<file path="src/rtl/id_ex_hazard_reg_if.sv">
// ID/EX boundary bundle: decoded ID fields and pipeline controls in, EX-stage
// register copies plus stall status out.
interface id_ex_hazard_reg_if #(
  parameter int XLEN   = 32,
  parameter int CTRL_W = 11
);
  logic              hold_i;
  logic              flush_i;
  logic              clr_cnt_i;
  logic              id_valid_i;
  logic [XLEN-1:0]   id_pc_i;
  logic [4:0]        id_rs1_i;
  logic [4:0]        id_rs2_i;
  logic [4:0]        id_rd_i;
  logic              id_rs1_used_i;
  logic              id_rs2_used_i;
  logic [XLEN-1:0]   id_rs1_data_i;
  logic [XLEN-1:0]   id_rs2_data_i;
  logic [XLEN-1:0]   id_imm_i;
  logic [CTRL_W-1:0] id_ctrl_i;

  logic              ex_valid_o;
  logic [XLEN-1:0]   ex_pc_o;
  logic [XLEN-1:0]   ex_rs1_data_o;
  logic [XLEN-1:0]   ex_rs2_data_o;
  logic [XLEN-1:0]   ex_imm_o;
  logic [4:0]        ex_rs1_o;
  logic [4:0]        ex_rs2_o;
  logic [4:0]        ex_rd_o;
  logic [CTRL_W-1:0] ex_ctrl_o;
  logic              stall_o;
  logic [31:0]       stall_cnt_o;

  modport master (
    output hold_i, flush_i, clr_cnt_i, id_valid_i, id_pc_i,
           id_rs1_i, id_rs2_i, id_rd_i, id_rs1_used_i, id_rs2_used_i,
           id_rs1_data_i, id_rs2_data_i, id_imm_i, id_ctrl_i,
    input  ex_valid_o, ex_pc_o, ex_rs1_data_o, ex_rs2_data_o, ex_imm_o,
           ex_rs1_o, ex_rs2_o, ex_rd_o, ex_ctrl_o, stall_o, stall_cnt_o
  );

  modport slave (
    input  hold_i, flush_i, clr_cnt_i, id_valid_i, id_pc_i,
           id_rs1_i, id_rs2_i, id_rd_i, id_rs1_used_i, id_rs2_used_i,
           id_rs1_data_i, id_rs2_data_i, id_imm_i, id_ctrl_i,
    output ex_valid_o, ex_pc_o, ex_rs1_data_o, ex_rs2_data_o, ex_imm_o,
           ex_rs1_o, ex_rs2_o, ex_rd_o, ex_ctrl_o, stall_o, stall_cnt_o
  );
endinterface

</file>
<file path="src/rtl/id_ex_hazard_reg.sv">
// ID/EX pipeline register for the RV32I core with load-use hazard detection,
// bubble insertion on hazard/flush, global hold, and a saturating stall counter.
module id_ex_hazard_reg #(
  parameter int XLEN   = 32,
  parameter int CTRL_W = 11
) (
  input logic               clk_i,
  input logic               rst_n_i,
  id_ex_hazard_reg_if.slave bus
);
  localparam int MEM_READ = 1;

  logic              ex_valid_p1;
  logic [XLEN-1:0]   ex_pc_p1;
  logic [XLEN-1:0]   ex_rs1_data_p1;
  logic [XLEN-1:0]   ex_rs2_data_p1;
  logic [XLEN-1:0]   ex_imm_p1;
  logic [4:0]        ex_rs1_p1;
  logic [4:0]        ex_rs2_p1;
  logic [4:0]        ex_rd_p1;
  logic [CTRL_W-1:0] ex_ctrl_p1;
  logic [31:0]       stall_cnt_p1;

  logic rs1_hit;
  logic rs2_hit;
  logic load_use;
  logic stall;
  logic bubble;

  function automatic logic [31:0] sat_inc(input logic [31:0] v);
    return (v == 32'hFFFF_FFFF) ? v : v + 32'd1;
  endfunction

  always_comb begin
    rs1_hit  = bus.id_rs1_used_i && (bus.id_rs1_i == ex_rd_p1);
    rs2_hit  = bus.id_rs2_used_i && (bus.id_rs2_i == ex_rd_p1);
    load_use = ex_valid_p1 && ex_ctrl_p1[MEM_READ] && (ex_rd_p1 != 5'd0) &&
               bus.id_valid_i && (rs1_hit || rs2_hit);
    // A flush kills the dependent instruction anyway, so let IF/ID advance.
    stall    = load_use && !bus.flush_i;
    bubble   = bus.flush_i || load_use;
  end

  // ---- ID -> EX stage boundary ----
  always_ff @(posedge clk_i or negedge rst_n_i) begin
    if (!rst_n_i) begin
      ex_valid_p1    <= 1'b0;
      ex_pc_p1       <= '0;
      ex_rs1_data_p1 <= '0;
      ex_rs2_data_p1 <= '0;
      ex_imm_p1      <= '0;
      ex_rs1_p1      <= '0;
      ex_rs2_p1      <= '0;
      ex_rd_p1       <= '0;
      ex_ctrl_p1     <= '0;
    end else if (!bus.hold_i) begin
      if (bubble) begin
        // Zeroed indices keep the bubble invisible to the forwarding unit.
        ex_valid_p1 <= 1'b0;
        ex_ctrl_p1  <= '0;
        ex_rs1_p1   <= '0;
        ex_rs2_p1   <= '0;
        ex_rd_p1    <= '0;
      end else begin
        ex_valid_p1    <= bus.id_valid_i;
        ex_pc_p1       <= bus.id_pc_i;
        ex_rs1_data_p1 <= bus.id_rs1_data_i;
        ex_rs2_data_p1 <= bus.id_rs2_data_i;
        ex_imm_p1      <= bus.id_imm_i;
        ex_rs1_p1      <= bus.id_rs1_i;
        ex_rs2_p1      <= bus.id_rs2_i;
        ex_rd_p1       <= bus.id_rd_i;
        ex_ctrl_p1     <= bus.id_valid_i ? bus.id_ctrl_i : '0;
      end
    end
  end

  always_ff @(posedge clk_i or negedge rst_n_i) begin
    if (!rst_n_i) begin
      stall_cnt_p1 <= '0;
    end else if (bus.clr_cnt_i) begin
      stall_cnt_p1 <= '0;
    end else if (stall && !bus.hold_i) begin
      stall_cnt_p1 <= sat_inc(stall_cnt_p1);
    end
  end

  assign bus.ex_valid_o    = ex_valid_p1;
  assign bus.ex_pc_o       = ex_pc_p1;
  assign bus.ex_rs1_data_o = ex_rs1_data_p1;
  assign bus.ex_rs2_data_o = ex_rs2_data_p1;
  assign bus.ex_imm_o      = ex_imm_p1;
  assign bus.ex_rs1_o      = ex_rs1_p1;
  assign bus.ex_rs2_o      = ex_rs2_p1;
  assign bus.ex_rd_o       = ex_rd_p1;
  assign bus.ex_ctrl_o     = ex_ctrl_p1;
  assign bus.stall_o       = stall;
  assign bus.stall_cnt_o   = stall_cnt_p1;
endmodule

</file>
<file path="src/flat_wrapper.sv">
// flat-port wrapper written by rule: the top's interface ports become plain ports
module id_ex_hazard_reg_flat 
#(
  parameter int XLEN   = 32,
  parameter int CTRL_W = 11
)
  (clk_i, rst_n_i, bus_hold_i, bus_flush_i, bus_clr_cnt_i, bus_id_valid_i, bus_id_pc_i, bus_id_rs1_i, bus_id_rs2_i, bus_id_rd_i, bus_id_rs1_used_i, bus_id_rs2_used_i, bus_id_rs1_data_i, bus_id_rs2_data_i, bus_id_imm_i, bus_id_ctrl_i, bus_ex_valid_o, bus_ex_pc_o, bus_ex_rs1_data_o, bus_ex_rs2_data_o, bus_ex_imm_o, bus_ex_rs1_o, bus_ex_rs2_o, bus_ex_rd_o, bus_ex_ctrl_o, bus_stall_o, bus_stall_cnt_o);
  id_ex_hazard_reg_if #(.XLEN(XLEN), .CTRL_W(CTRL_W)) bus_i ();
  input logic clk_i;
  input logic rst_n_i;
  input wire logic [$bits(bus_i.hold_i)-1:0] bus_hold_i;
  input wire logic [$bits(bus_i.flush_i)-1:0] bus_flush_i;
  input wire logic [$bits(bus_i.clr_cnt_i)-1:0] bus_clr_cnt_i;
  input wire logic [$bits(bus_i.id_valid_i)-1:0] bus_id_valid_i;
  input wire logic [$bits(bus_i.id_pc_i)-1:0] bus_id_pc_i;
  input wire logic [$bits(bus_i.id_rs1_i)-1:0] bus_id_rs1_i;
  input wire logic [$bits(bus_i.id_rs2_i)-1:0] bus_id_rs2_i;
  input wire logic [$bits(bus_i.id_rd_i)-1:0] bus_id_rd_i;
  input wire logic [$bits(bus_i.id_rs1_used_i)-1:0] bus_id_rs1_used_i;
  input wire logic [$bits(bus_i.id_rs2_used_i)-1:0] bus_id_rs2_used_i;
  input wire logic [$bits(bus_i.id_rs1_data_i)-1:0] bus_id_rs1_data_i;
  input wire logic [$bits(bus_i.id_rs2_data_i)-1:0] bus_id_rs2_data_i;
  input wire logic [$bits(bus_i.id_imm_i)-1:0] bus_id_imm_i;
  input wire logic [$bits(bus_i.id_ctrl_i)-1:0] bus_id_ctrl_i;
  output wire logic [$bits(bus_i.ex_valid_o)-1:0] bus_ex_valid_o;
  output wire logic [$bits(bus_i.ex_pc_o)-1:0] bus_ex_pc_o;
  output wire logic [$bits(bus_i.ex_rs1_data_o)-1:0] bus_ex_rs1_data_o;
  output wire logic [$bits(bus_i.ex_rs2_data_o)-1:0] bus_ex_rs2_data_o;
  output wire logic [$bits(bus_i.ex_imm_o)-1:0] bus_ex_imm_o;
  output wire logic [$bits(bus_i.ex_rs1_o)-1:0] bus_ex_rs1_o;
  output wire logic [$bits(bus_i.ex_rs2_o)-1:0] bus_ex_rs2_o;
  output wire logic [$bits(bus_i.ex_rd_o)-1:0] bus_ex_rd_o;
  output wire logic [$bits(bus_i.ex_ctrl_o)-1:0] bus_ex_ctrl_o;
  output wire logic [$bits(bus_i.stall_o)-1:0] bus_stall_o;
  output wire logic [$bits(bus_i.stall_cnt_o)-1:0] bus_stall_cnt_o;
  assign bus_i.hold_i = bus_hold_i;
  assign bus_i.flush_i = bus_flush_i;
  assign bus_i.clr_cnt_i = bus_clr_cnt_i;
  assign bus_i.id_valid_i = bus_id_valid_i;
  assign bus_i.id_pc_i = bus_id_pc_i;
  assign bus_i.id_rs1_i = bus_id_rs1_i;
  assign bus_i.id_rs2_i = bus_id_rs2_i;
  assign bus_i.id_rd_i = bus_id_rd_i;
  assign bus_i.id_rs1_used_i = bus_id_rs1_used_i;
  assign bus_i.id_rs2_used_i = bus_id_rs2_used_i;
  assign bus_i.id_rs1_data_i = bus_id_rs1_data_i;
  assign bus_i.id_rs2_data_i = bus_id_rs2_data_i;
  assign bus_i.id_imm_i = bus_id_imm_i;
  assign bus_i.id_ctrl_i = bus_id_ctrl_i;
  assign bus_ex_valid_o = bus_i.ex_valid_o;
  assign bus_ex_pc_o = bus_i.ex_pc_o;
  assign bus_ex_rs1_data_o = bus_i.ex_rs1_data_o;
  assign bus_ex_rs2_data_o = bus_i.ex_rs2_data_o;
  assign bus_ex_imm_o = bus_i.ex_imm_o;
  assign bus_ex_rs1_o = bus_i.ex_rs1_o;
  assign bus_ex_rs2_o = bus_i.ex_rs2_o;
  assign bus_ex_rd_o = bus_i.ex_rd_o;
  assign bus_ex_ctrl_o = bus_i.ex_ctrl_o;
  assign bus_stall_o = bus_i.stall_o;
  assign bus_stall_cnt_o = bus_i.stall_cnt_o;
  id_ex_hazard_reg #(.XLEN(XLEN), .CTRL_W(CTRL_W)) u_core (.clk_i(clk_i), .rst_n_i(rst_n_i), .bus(bus_i));
endmodule
</file>
<file path="config.mk">
export PLATFORM = sky130hd
export DESIGN_NAME = id_ex_hazard_reg_flat
export DESIGN_NICKNAME = d
export VERILOG_FILES = /design/src/rtl/id_ex_hazard_reg_if.sv /design/src/rtl/id_ex_hazard_reg.sv /design/src/flat_wrapper.sv
export SDC_FILE = /design/constraint.sdc
export NUM_CORES = 1
export LEC_CHECK = 0
export ABC_AREA = 1
export BUFFER_PORTS_ARGS = -buffer_cell sky130_fd_sc_hd__buf_4
export CAP_MARGIN = 20
export CORE_UTILIZATION = 48
export CTS_CLUSTER_DIAMETER = 150
export DETAILED_ROUTE_END_ITERATION = 10
export GPL_TIMING_DRIVEN = 0
export PLACE_DENSITY = 0.8
export SKIP_LAST_GASP = 1
export SYNTH_ARGS = -nofsm -noshare
export SYNTH_HDL_FRONTEND = slang
export SYNTH_SLANG_ARGS = --single-unit
</file>
<file path="constraint.sdc">
create_clock -name clk_i -period 2.47 [get_ports clk_i]
set_input_delay 0.3705 -clock clk_i [delete_from_list [all_inputs] [get_ports clk_i]]
set_output_delay 0.3705 -clock clk_i [all_outputs]
set_load 0.05 [all_outputs]
</file>
Yosys cells after proc, flatten, opt, wreduce, memory -nomap -nowiden. Cells that the tools add are included.

Bitwise logic cells: 2. Reductions and logical operators: 16. Multiplexer cells: 9. Add/subtract/negate cells: 1. Equal/unequal tests: 4.

Operators with widths (count): $mux 32 (3); $add 32x1->32 const B (1); $eq 32x32->1 const B (1); $mux 11 (2); $mux 5 (3); $eq 5x5->1 (2); $logic_and 1x1->1 (8); $reduce_bool 5->1 (1); $reduce_and 2->1 (2); $logic_not 1->1 (2); $logic_or 1x1->1 (2); $ne 2x2->1 const B (1); $not 1->1 (2); $reduce_bool 2->1 (1); $mux 1 (1).

Bits of input ports: 162. Bits in registers: 187. Output and inout port bits: 188.

Longest topological paths before layout. Gate-level depths: netlist of the first run.

Depth after elaboration: 8. Depth in mapped cells: 12. Gate-level depth less buffers: 11.

Worst setup path after synthesis of the first run. No wires, ideal clock.

Path type: flip-flop to flip-flop. From: register u_core.stall_cnt_p1[0], in the netlist u_core.bus.stall_cnt_o[0]. To: register u_core.stall_cnt_p1[26], in the netlist u_core.bus.stall_cnt_o[26]. Setup slack: 378 ps. Data arrival time: 1973 ps. Setup time: 119 ps. Buffers on the path: 1. Stages on the path, launching flop included: 12. Cell sequence: dfrtp_1 > ha_1 > nand2_1 > nor2_4 > nand2_1 > nor2_2 > nand3_1 > nand2_1 > nor2_4 > buf_6 > nand3_1 > nand2_1.

Word-level cells in the longest chain between the ends: 4. Elaborated cells between the ends (all ways): 7. Those cells by class: add/sub: 1; eq/ne: 2; mux: 3; reduce/logical: 1.

Ends and longest elaborated chain: start: declaration (RTL line id_ex_hazard_reg.sv:22) `logic [31:0] stall_cnt_p1;`; start signal: assignment (RTL line id_ex_hazard_reg.sv:84) `stall_cnt_p1 <= sat_inc(stall_cnt_p1);`; $add 32x1->32 (RTL line id_ex_hazard_reg.sv:31) `return (v == 32'hFFFF_FFFF) ? v : v + 32'd1;`; $mux 32 (RTL line id_ex_hazard_reg.sv:31); $mux 32 (RTL line id_ex_hazard_reg.sv:83) `end else if (stall && !bus.hold_i) begin`; $mux 32 (RTL line id_ex_hazard_reg.sv:81) `end else if (bus.clr_cnt_i) begin`.

Parallel ways exist; a longest one is shown, timed or not. The select of a mux whose other input is x is not followed. A chain may end at the register's enable or synchronous reset.

Worst setup path after layout of the first run.
From: register u_core.ex_rd_p1[3], in the netlist u_core.bus.ex_rd_o[3]. To: output bus_stall_o.

Word-level cells in the longest chain between the ends: 5. Elaborated cells between the ends (all ways): 10. Those cells by class: eq/ne: 2; reduce/logical: 8.

Ends and longest elaborated chain: start: declaration (RTL line id_ex_hazard_reg.sv:20) `logic [4:0] ex_rd_p1;`; start signal: assignment (RTL line id_ex_hazard_reg.sv:72) `ex_rd_p1 <= bus.id_rd_i;`; $eq 5x5->1 (tied with other cells) (RTL line id_ex_hazard_reg.sv:35) `rs1_hit = bus.id_rs1_used_i && (bus.id_rs1_i == ex_rd_p1);`; $logic_and 1x1->1, on equally long branches (RTL line id_ex_hazard_reg.sv:35, id_ex_hazard_reg.sv:36, id_ex_hazard_reg.sv:37); $logic_or 1x1->1 or $logic_and 1x1->1 (tied branches) (RTL line id_ex_hazard_reg.sv:38, id_ex_hazard_reg.sv:37); $logic_and 1x1->1 (*) (RTL line id_ex_hazard_reg.sv:38) `bus.id_valid_i && (rs1_hit || rs2_hit);`; $logic_and 1x1->1 (*) (RTL line id_ex_hazard_reg.sv:40) `stall = load_use && !bus.flush_i;`; end: declaration (RTL line flat_wrapper.sv:34) `output wire logic [$bits(bus_i.stall_o)-1:0] bus_stall_o;`.

Every way passes the cells marked *; elsewhere a longest branch is shown, timed or not.

==> results of run 1 <==
## routing by layer
metal	vias up	GRT usage	part of all wire
met5	-	0	0
met4	0	0.152	0.042
met3	69	0.0913	0.077
met2	333	0.518	0.50
met1	4033	0.376	0.38
li1	4087	-	-
## critical path, delay by kind of cell (launching register included)
kind,cells,cell delay [ns]
compound gates,1,0.24
buf+inv,4,0.57
flops,1,0.39
simple gates,2,0.32
## state kept, by name, summed over array words and instances (netlist names)
register	flops
u_core.bus.ex_imm_o	32
u_core.bus.ex_pc_o	32
u_core.bus.ex_rs1_data_o	32
u_core.bus.ex_rs2_data_o	32
u_core.bus.stall_cnt_o	32
u_core.bus.ex_ctrl_o	11
u_core.bus.ex_rd_o	5
u_core.bus.ex_rs1_o	5
u_core.bus.ex_rs2_o	5
u_core.bus.ex_valid_o	1
## cell type report
class / count / share of cell area
inverters: 55 / 0.0170
clock buffers: 18 / 0.0361
repair buffers: 351 / 0.219
clock inverters: 14 / 0.0147
well taps: 225 / 0.0232
multi-input cells: 763 / 0.274
plain buffers: 59 / 0.0311
flip-flops and latches: 187 / 0.385
## placed cells by master, fill, tap and decap left out, types with 2 or more instances in the layout
cell and instances:
sky130_fd_sc_hd__inv_6 2, sky130_fd_sc_hd__bufinv_16 2, sky130_fd_sc_hd__buf_1 8, sky130_fd_sc_hd__clkinvlp_4 2, sky130_fd_sc_hd__buf_6 17, sky130_fd_sc_hd__buf_2 8
sky130_fd_sc_hd__inv_2 3, sky130_fd_sc_hd__buf_4 353, sky130_fd_sc_hd__inv_1 52, sky130_fd_sc_hd__nor2_2 2, sky130_fd_sc_hd__nand2_2 2, sky130_fd_sc_hd__inv_8 5
sky130_fd_sc_hd__nand4_1 2, sky130_fd_sc_hd__nor2_1 65, sky130_fd_sc_hd__nand2_1 437, sky130_fd_sc_hd__xnor2_1 7, sky130_fd_sc_hd__clkbuf_1 21, sky130_fd_sc_hd__nor2_4 2
sky130_fd_sc_hd__xor2_1 21, sky130_fd_sc_hd__dfrtp_1 187, sky130_fd_sc_hd__nand3_1 206, sky130_fd_sc_hd__clkbuf_16 17, sky130_fd_sc_hd__o21ai_0 13
## path summary, 6_finish.rpt
path,endpoint,slack [ns]
hold / removal,u_core.bus.ex_ctrl_o[7],0.13
min in group asynchronous,u_core.bus.stall_cnt_o[5],0.54
max in group asynchronous,u_core.bus.ex_pc_o[2],1.00
setup reg to reg,u_core.bus.ex_rs1_data_o[22],0.31
hold reg to reg,u_core.bus.ex_rs2_data_o[19],0.47
setup / recovery,bus_stall_o,0.15
## logic make-up after synthesis
| group | count (synthesis) | synth area share |
|---|---|---|
| AOI/OAI and AO/OA | 16 | 0.00946 |
| DFF | 187 | 0.544 |
| buffers and inverters | 114 | 0.0680 |
| adders and majority gates | 1 | 0.00146 |
| xor gates and xnor gates | 28 | 0.0285 |
| and+or+nand+nor | 718 | 0.348 |
## metrics by stage
stage	total power [mW]	std cells	setup slack (ns)
finish	8.78	1672	0.152
global route	9.07	1672	0.0470
CTS	8.79	1672	0.136
detailed placement	5.93	1639	0.320
global placement	5.89	1638	-0.175
floorplan	4.98	1064	0.378
## timing repair
action / in CTS / in global routing
endpoints found under the hold margin: 78 / 0
resized for setup: 0 / 0
hold buffers: 1 / 0
## where the power goes
part	internal, mW	switching (mW)	total, mW	leakage [nW]
Clock	1.57	1.33	2.90	0.299
Combinational	0.715	1.63	2.34	4.12
Sequential	3.35	0.186	3.54	2.39
==> impl_metrics.tcl, run 1 <==
set metrics [dict create \
    initial_core_util 0.494 \
    final_core_util 0.698 \
    postSynth.topFlopCell "sky130_fd_sc_hd__dfrtp_1" \
    residual_overflow_from_global_routing 0 \
    post_synth.cell_area_avg_um2 8.08 \
    largest_clock_skew_in_the_final_design_ns 0.0154 \
    timing.critical_path.required_ns 2.10 \
    timing.critical_path.to_type "primary output" \
    setup.worst_path.start "u_core.bus.ex_rd_o[3]" \
    setup_total_negative_slack_ns 0 \
    antenna_cells_inserted 0 \
    worstHoldPathCells 3 \
    post_cts_buffers 0 \
    clkSlewWorstSetupHoldPaths_ns 0.08 \
    avgRoutedWirePerCell_um 16.9 \
    ctsLongestPathBuffers 2 \
    synth.lib_cells_used.distinct 24 \
    global_route.usage.total 0.315 \
    number_of_global_route_vias_before_repair 8388 \
    netlist.top_cell.by_area "sky130_fd_sc_hd__dfrtp_1" \
    floorplan.die.width_um 136 \
    syn_to_final_growth_pct 41.5 \
    p_leak_nw 6.80 \
    fillerInstances 1441 \
    worst-path-max-fanout 6 \
    ant_nets 0 \
    slew_headroom 0.531 \
    timing.rr.start "u_core.bus.ex_rd_o[3]" \
    drive_gt1_frac 0.292 \
    holdCritStartpoint "bus_id_ctrl_i[7]" \
    cts_tree "done" \
    power_density_nw_per_um2 722 \
    grt_max_degree 98 \
    synthesis.nets 1227 \
    period_share 0.939 \
    rows 48 \
    ir_drop_mv 0.496 \
    synth_top_area_frac 0.544 \
    area_of_the_die_um2 18400 \
    cts_num_sinks 187 \
    syn-instance-count 1064 \
    top_level_ports 350 \
    startpoint_type "flop" \
    timing.final.crit_period_ns 2.32 \
    drt-initial-drc-count 583 \
    finish.instance_area_um2 12200 \
    coreArea_um2 17400 \
    numCtsBuffers 17 \
    worstRegToRegCells 8 \
    critical_path_class "flop to primary output" \
    rsz0062_at_grt "no" \
    outcome "complete, no violations" \
    wire_length_of_the_first_global_routing_pass_mm 43.8 \
    finalSetupViolations 0 \
    timing.critical_path.slowest_cell_delay_ns 0.39 \
    detailed_routing_iterations_pass_1 5 \
    synthArstFlopShare 1.00 \
    dp_hpwl_mm 21.6 \
    yosys-top-cells-area "sky130_fd_sc_hd__dfrtp_1 (54%), sky130_fd_sc_hd__nand2_1 (19%), sky130_fd_sc_hd__nand3_1 (12%)" \
    synth-warning-count 0 \
    postSynthRegisterBits 187 \
    post_synth_instance_area_um2 8600 \
    area_of_combinational_cells_with_multiple_inputs_um2 3330 \
    timing.critical_path.cells "inv_1 > nand4_1 > o21ai_0 > inv_1 > nand3_1 > inv_1 > buf_4" \
    worst-endpoint-arrival_ns 1.95 \
    drt_wl_total_mm 28.3 \
    timing_max_transition_violations_final 0 \
    fin_nets 1597 \
    yosys-top-cells-count "sky130_fd_sc_hd__nand2_1 (437), sky130_fd_sc_hd__nand3_1 (206), sky130_fd_sc_hd__dfrtp_1 (187), sky130_fd_sc_hd__nor2_1 (65), sky130_fd_sc_hd__inv_1 (52)" \
    timing.final.hold_violations 0 \
    area.sequential_um2 4680 \
    synth_edf_count 0 \
    post-synth-top-count-cell "sky130_fd_sc_hd__nand2_1" \
    fp.dieH_um 136 \
    max_freq_ghz 0.431 \
    critPathSlowestCell "sky130_fd_sc_hd__dfrtp_1" \
    route.detailed.drc 0 \
    hold_slack_ns 0.128 \
    synth_sequential_area_ratio 0.544 \
    vias 8522 \
    placedInstanceArea_um2 11500 \
    grt_antenna_before_repair 0 \
    drv_cap 0 \
    crit_path_top_cell_by_count "sky130_fd_sc_hd__inv_1" \
    worstSkewPairLatency_ns 0.44 \
    place.port_buffers 349 \
    clock-root-buffer "sky130_fd_sc_hd__clkbuf_16" \
    tightest_slew_ns 0.703 \
    htree_num_levels 4 \
    viasPerCell 5.10 \
    hold_class "input pin to flop" \
    gp_congestion 0.946 \
]
No activity file was read; power rests on OpenSTA's default activity.
==> run 2: changes to the inputs <==
--- a/config.mk
+++ b/config.mk
@@ -17,3 +17,4 @@
 export SYNTH_ARGS = -nofsm -noshare
 export SYNTH_HDL_FRONTEND = slang
 export SYNTH_SLANG_ARGS = --single-unit
+export TNS_END_PERCENT = 20
==> constraint.sdc (replaced) <==
create_clock -name clk_i -period 2.4 [get_ports clk_i]
set_input_delay 0.36 -clock clk_i [delete_from_list [all_inputs] [get_ports clk_i]]
set_output_delay 0.36 -clock clk_i [all_outputs]
set_load 0.05 [all_outputs]
==> run 2 against run 1 <==
- cell area about the same
- critical path depth unchanged
- sequential power up 3%
- first-iteration DRC count down 0.17%
- utilization about the same
- clock power up 3%
- non-clock buffer count unchanged
==> impl_metrics.tcl, run 2 (synthesized netlist as in run 1, its figures left out) <==
set metrics [dict create \
    outcome "complete, no violations" \
    stdcell_count 1672 \
    grt_max_degree 98 \
    ir_drop_mv 0.510 \
    timing.critical_path.required_ns 2.04 \
    dpl.cell_count 1639 \
    area_of_the_die_um2 18400 \
    timing_max_transition_violations_final 0 \
    residual_overflow_from_global_routing 0 \
    clock-root-buffer "sky130_fd_sc_hd__clkbuf_16" \
    fin_nets 1597 \
    gp_congestion 0.946 \
    timing.final.crit_period_ns 2.24 \
    period_share 0.933 \
    post-route-worst-setup-slack_ns 0.162 \
    number_of_global_route_vias_before_repair 8388 \
    htree_num_levels 4 \
    antenna_cells_inserted 0 \
    timing.final.hold_violations 0 \
    timing.critical_path.to_type "primary output" \
    viasPerCell 5.09 \
    worst-path-max-fanout 6 \
    drt_wl_total_mm 28.3 \
    syn_to_final_growth_pct 41.5 \
    finalSetupViolations 0 \
    wire_length_of_the_first_global_routing_pass_mm 43.8 \
    grt_antenna_before_repair 0 \
    vias 8518 \
    tot_pwr_mw 9.04 \
    top_level_ports 350 \
    slew_headroom 0.530 \
    cts_tree "done" \
    timing.critical_path.slowest_cell_delay_ns 0.39 \
    critPathSlowestCell "sky130_fd_sc_hd__dfrtp_1" \
    detailed_routing_iterations_pass_1 5 \
    rows 48 \
    avgRoutedWirePerCell_um 16.9 \
    worst-endpoint-arrival_ns 1.88 \
    ctsLongestPathBuffers 2 \
    clkSlewWorstSetupHoldPaths_ns 0.08 \
    drv_cap 0 \
    ant_nets 0 \
    numCtsBuffers 17 \
    floorplan.die.width_um 136 \
    power_density_nw_per_um2 743 \
    drt-initial-drc-count 582 \
    startpoint_type "flop" \
    pre_cts_ws_ns 0.250 \
    tightest_slew_ns 0.705 \
    coreArea_um2 17400 \
    largest_clock_skew_in_the_final_design_ns 0.0155 \
    final_common_cell "sky130_fd_sc_hd__nand2_1" \
    commonest_non_fill_non_tap_cells_in_the_layout "sky130_fd_sc_hd__nand2_1 (436), sky130_fd_sc_hd__buf_4 (353), sky130_fd_sc_hd__nand3_1 (206), sky130_fd_sc_hd__dfrtp_1 (186), sky130_fd_sc_hd__nor2_1 (65)" \
    final_core_util 0.698 \
    fp.dieH_um 136 \
    max_freq_ghz 0.447 \
    place.port_buffers 349 \
    critical_path_class "flop to primary output" \
    crit_path_top_cell_by_count "sky130_fd_sc_hd__inv_1" \
    drive_gt1_frac 0.293 \
    route.detailed.drc 0 \
    timing.critical_path.cells "inv_1 > nand4_1 > o21ai_1 > inv_1 > nand3_1 > inv_1 > buf_4" \
    hold_class "input pin to flop" \
    rsz0062_at_grt "no" \
    p_leak_nw 6.80 \
    initial_core_util 0.494 \
    dp_hpwl_mm 21.6 \
    global_route.usage.total 0.315 \
    cts_num_sinks 187 \
    worstSkewPairLatency_ns 0.44 \
]
## run 2: cell types whose count changed in the layout (fill, tap and decap cells not counted)
cell / before / now
sky130_fd_sc_hd__nand2_1: 437 / 436
sky130_fd_sc_hd__o21ai_0: 13 / 12
sky130_fd_sc_hd__dfrtp_2: 0 / 1
sky130_fd_sc_hd__o21ai_1: 1 / 2
sky130_fd_sc_hd__nand2_2: 2 / 3
sky130_fd_sc_hd__dfrtp_1: 187 / 186
## run 2: routing by layer
| metal | vias to the layer above | global-route usage | routed length, µm |
|---|---|---|---|
| li1 | 4088 | - | - |
| met1 | 4033 | 0.376 | 10900 |
| met2 | 327 | 0.518 | 14100 |
| met3 | 70 | 0.0913 | 2160 |
| met4 | 0 | 0.152 | 1200 |
| met5 | - | 0 | 0 |
## run 2: worst max-delay path, delay by kind of cell, from the launching register on
kind,cells,cell delay [ns]
buffers and inverters,4,0.56
DFF,1,0.39
and+or+nand+nor,2,0.32
AOI/OAI and AO/OA,1,0.18
## run 2: power breakdown
part	switching, mW	internal, mW
sequential	0.191	3.45
clock	1.36	1.62
combinational	1.68	0.736
## run 2: area by class of cell
type,count,area (µm²)
clock buffer,18,439
timing repair buffer,351,2670
multi-input combinational,763,3330
buffer,59,378
tap,225,282
inverter,55,206
clock inverter,14,179
sequential,187,4680
fill,1439,5250
## run 2: path summary, 6_finish.rpt
kind	start	endpoint	slack, ns	cells past startpoint
min	bus_id_ctrl_i[7]	u_core.bus.ex_ctrl_o[7]	0.12	3
max in group asynchronous	rst_n_i	u_core.bus.ex_pc_o[2]	0.94	3
min in group asynchronous	rst_n_i	u_core.bus.stall_cnt_o[5]	0.53	2
max reg2reg	u_core.bus.stall_cnt_o[0]	u_core.bus.stall_cnt_o[22]	0.30	11
min reg2reg	u_core.bus.ex_rs2_data_o[19]	u_core.bus.ex_rs2_data_o[19]	0.47	2
max	u_core.bus.ex_rd_o[3]	bus_stall_o	0.16	7
## run 2: what timing repair did
item,in CTS,in global routing
hold endpoints to repair,90,0
setup buffers,0,0
hold buffers,1,0
gates resized for setup,0,3
setup endpoints to repair,0,1
## run 2: metrics by stage
step           instance area, µm²  hold slack (ns)  setup TNS, ns
3_5_place_dp                11500            0.420              0
6_report                    12200            0.118              0
5_1_grt                     12200            0.119              0
3_3_place_gp                11500            0.455         -40.96
4_1_cts                     12200            0.105              0
2_1_floorplan                8600           0.0644              0
==> run 3: changes to the inputs <==
--- a/config.mk
+++ b/config.mk
@@ -6,7 +6,7 @@
 export NUM_CORES = 1
 export LEC_CHECK = 0
 export ABC_AREA = 1
-export BUFFER_PORTS_ARGS = -buffer_cell sky130_fd_sc_hd__buf_4
+export BUFFER_PORTS_ARGS = -buffer_cell sky130_fd_sc_hd__buf_2
 export CAP_MARGIN = 20
 export CORE_UTILIZATION = 48
 export CTS_CLUSTER_DIAMETER = 150
==> run 3 against run 2 <==
- via count is 0.34% higher
- hold slack worse by 0.0033 ns
- flip-flop and latch count stayed put
- power is 2.6% lower
- first-iteration DRC count is 14% higher
- clock power is 2% higher
- non-clock buffer count stayed put
- sequential power hardly changed
- largest power group unchanged
==> impl_metrics.tcl, run 3 (synthesized netlist as in run 1, its figures left out) <==
set metrics [dict create \
    p_leak_nw 6.59 \
    timing.critical_path.to_type "primary output" \
    wire_length_of_the_first_global_routing_pass_mm 42.8 \
    initial_core_util 0.494 \
    final_core_util 0.650 \
    largest_clock_skew_in_the_final_design_ns 0.0175 \
    slew_headroom 0.534 \
    viasPerCell 5.09 \
    finalSetupViolations 0 \
    tightest_slew_ns 0.699 \
    worst-endpoint-arrival_ns 1.95 \
    numCtsBuffers 17 \
    clock_power_share 0.345 \
    swShare 0.362 \
    drt_wl_total_mm 27.1 \
    ir_drop_mv 0.513 \
    outcome "complete, no violations" \
    path_delay_family "buffers and inverters" \
    timing.final.crit_period_ns 2.31 \
    worstSkewPairLatency_ns 0.44 \
    floorplan.die.width_um 136 \
    worst-path-max-fanout 4 \
    hold_slack_ns 0.114 \
    crit_path_top_cell_by_count "sky130_fd_sc_hd__inv_1" \
    timing.critical_path.slowest_cell_delay_ns 0.41 \
    max_freq_ghz 0.432 \
    timing.final.hold_violations 0 \
    timing.critical_path.required_ns 2.04 \
    vias 8547 \
    rows 48 \
    drt-initial-drc-count 665 \
    htree_num_levels 4 \
    startpoint_type "flop" \
    setup_total_negative_slack_ns 0 \
    power.share.combinational 0.244 \
    commonest_non_fill_non_tap_cells_in_the_layout "sky130_fd_sc_hd__nand2_1 (436), sky130_fd_sc_hd__buf_2 (355), sky130_fd_sc_hd__nand3_1 (206), sky130_fd_sc_hd__dfrtp_1 (187), sky130_fd_sc_hd__nor2_1 (65)" \
    place.port_buffers 349 \
    timing.critical_path.cells "inv_1 > nand4_1 > o21ai_0 > inv_1 > nand3_1 > inv_1 > clkbuf_4" \
    avgRoutedWirePerCell_um 16.1 \
    syn_to_final_growth_pct 31.7 \
    cts_tree "done" \
    ant_nets 0 \
    area_of_the_die_um2 18400 \
    grt_antenna_before_repair 8 \
    residual_overflow_from_global_routing 0 \
    area_of_combinational_cells_with_multiple_inputs_um2 3330 \
    global_route.usage.total 0.302 \
    fillerInstances 1549 \
    grt_max_degree 98 \
    detailed_routing_iterations_pass_1 5 \
    coreArea_um2 17400 \
    clock-root-buffer "sky130_fd_sc_hd__clkbuf_16" \
    dp_hpwl_mm 20.6 \
    fp.dieH_um 136 \
    net-switching-power_mw 3.18 \
    post_cts_buffers 0 \
    critPathSlowestCell "sky130_fd_sc_hd__dfrtp_1" \
    seqPwrFrac 0.412 \
    cts_num_sinks 187 \
    route.detailed.drc 0 \
    final_common_cell "sky130_fd_sc_hd__nand2_1" \
    pre_cts_ws_ns 0.268 \
    critical_path_class "flop to primary output" \
    top_level_ports 350 \
    ctsLongestPathBuffers 2 \
    drv_cap 0 \
    hold_class "input pin to flop" \
    power_density_nw_per_um2 777 \
    timing_max_transition_violations_final 0 \
    fin_nets 1597 \
    period_share 0.964 \
    rsz0062_at_grt "no" \
    intPower_mw 5.62 \
    gp_congestion 0.937 \
    timing.critical_path.buf_inv 4 \
    number_of_global_route_vias_before_repair 8411 \
    drive_gt1_frac 0.292 \
    post-route-worst-setup-slack_ns 0.0858 \
    dpl.cell_count 1639 \
    area.sequential_um2 4680 \
    clkSlewWorstSetupHoldPaths_ns 0.08 \
    stdcell_count 1680 \
]
## run 3: changes by cell type in the layout (fill, tap and decap cells not counted), sizes merged
cell / change
clkinvlp: -1
buf: -1
clkbuf: +1
diode: +8
bufinv: +1
## run 3: path summary, 6_finish.rpt
check / from / endpoint / slack [ns] / cells after the start
min in group asynchronous: rst_n_i / u_core.bus.stall_cnt_o[3] / 0.50 / 2
hold reg to reg: u_core.bus.ex_rs2_data_o[2] / u_core.bus.ex_rs2_data_o[2] / 0.47 / 2
max in group asynchronous: rst_n_i / u_core.bus.ex_rs2_data_o[17] / 0.99 / 3
setup / recovery: u_core.bus.ex_rd_o[2] / bus_stall_o / 0.09 / 7
hold / removal: bus_id_ctrl_i[1] / u_core.bus.ex_ctrl_o[1] / 0.11 / 3
setup reg to reg: u_core.bus.ex_rd_o[2] / u_core.bus.ex_rs1_data_o[22] / 0.26 / 8
## run 3: metal layers
layer / vias to the layer above / GRT usage / wire, µm
met5: - / 0 / 0
li1: 4098 / - / -
met3: 65 / 0.0790 / 1930
met1: 4042 / 0.371 / 10900
met4: 0 / 0.145 / 987
met2: 342 / 0.494 / 13300
## run 3: layout make-up
type                       instances  area share
inverter                          55      0.0182
multi-input combinational        763       0.294
antenna                            8     0.00177
clock buffer                      18      0.0379
timing repair buffer             351       0.159
tap                              225      0.0249
clock inverter                    14      0.0175
sequential                       187       0.413
buffer                            59      0.0334
## run 3: power by group through the flow
stage          registers [mW]  clock network (mW)  logic, mW
6_report                 3.62                3.03       2.15
4_1_cts                  3.62                3.05       2.16
3_3_place_gp             3.66                   0       2.12
3_5_place_dp             3.67                   0       2.16
5_1_grt                  3.66                3.17       2.28
2_1_floorplan            4.74                   0      0.383
## run 3: worst reg2reg max path: cells and delay by family, from the launching register on
kind	cells	cell delay, ns
and+or+nand+nor	4	0.77
buffers and inverters	3	0.67
AOI/OAI and AO/OA	1	0.24
DFF	1	0.41
## run 3: timing repair
item                       CTS  global route
setup endpoints to repair    0             1
hold endpoints to repair    90             0
hold buffers                 1             0
resized for setup            0             2
## run 3: through the flow
stage	total power, mW	area, µm²
floorplan	5.12	8600
global placement	5.78	10600
detailed placement	5.82	10700
CTS	8.82	11300
global route	9.11	11300
finish	8.80	11300
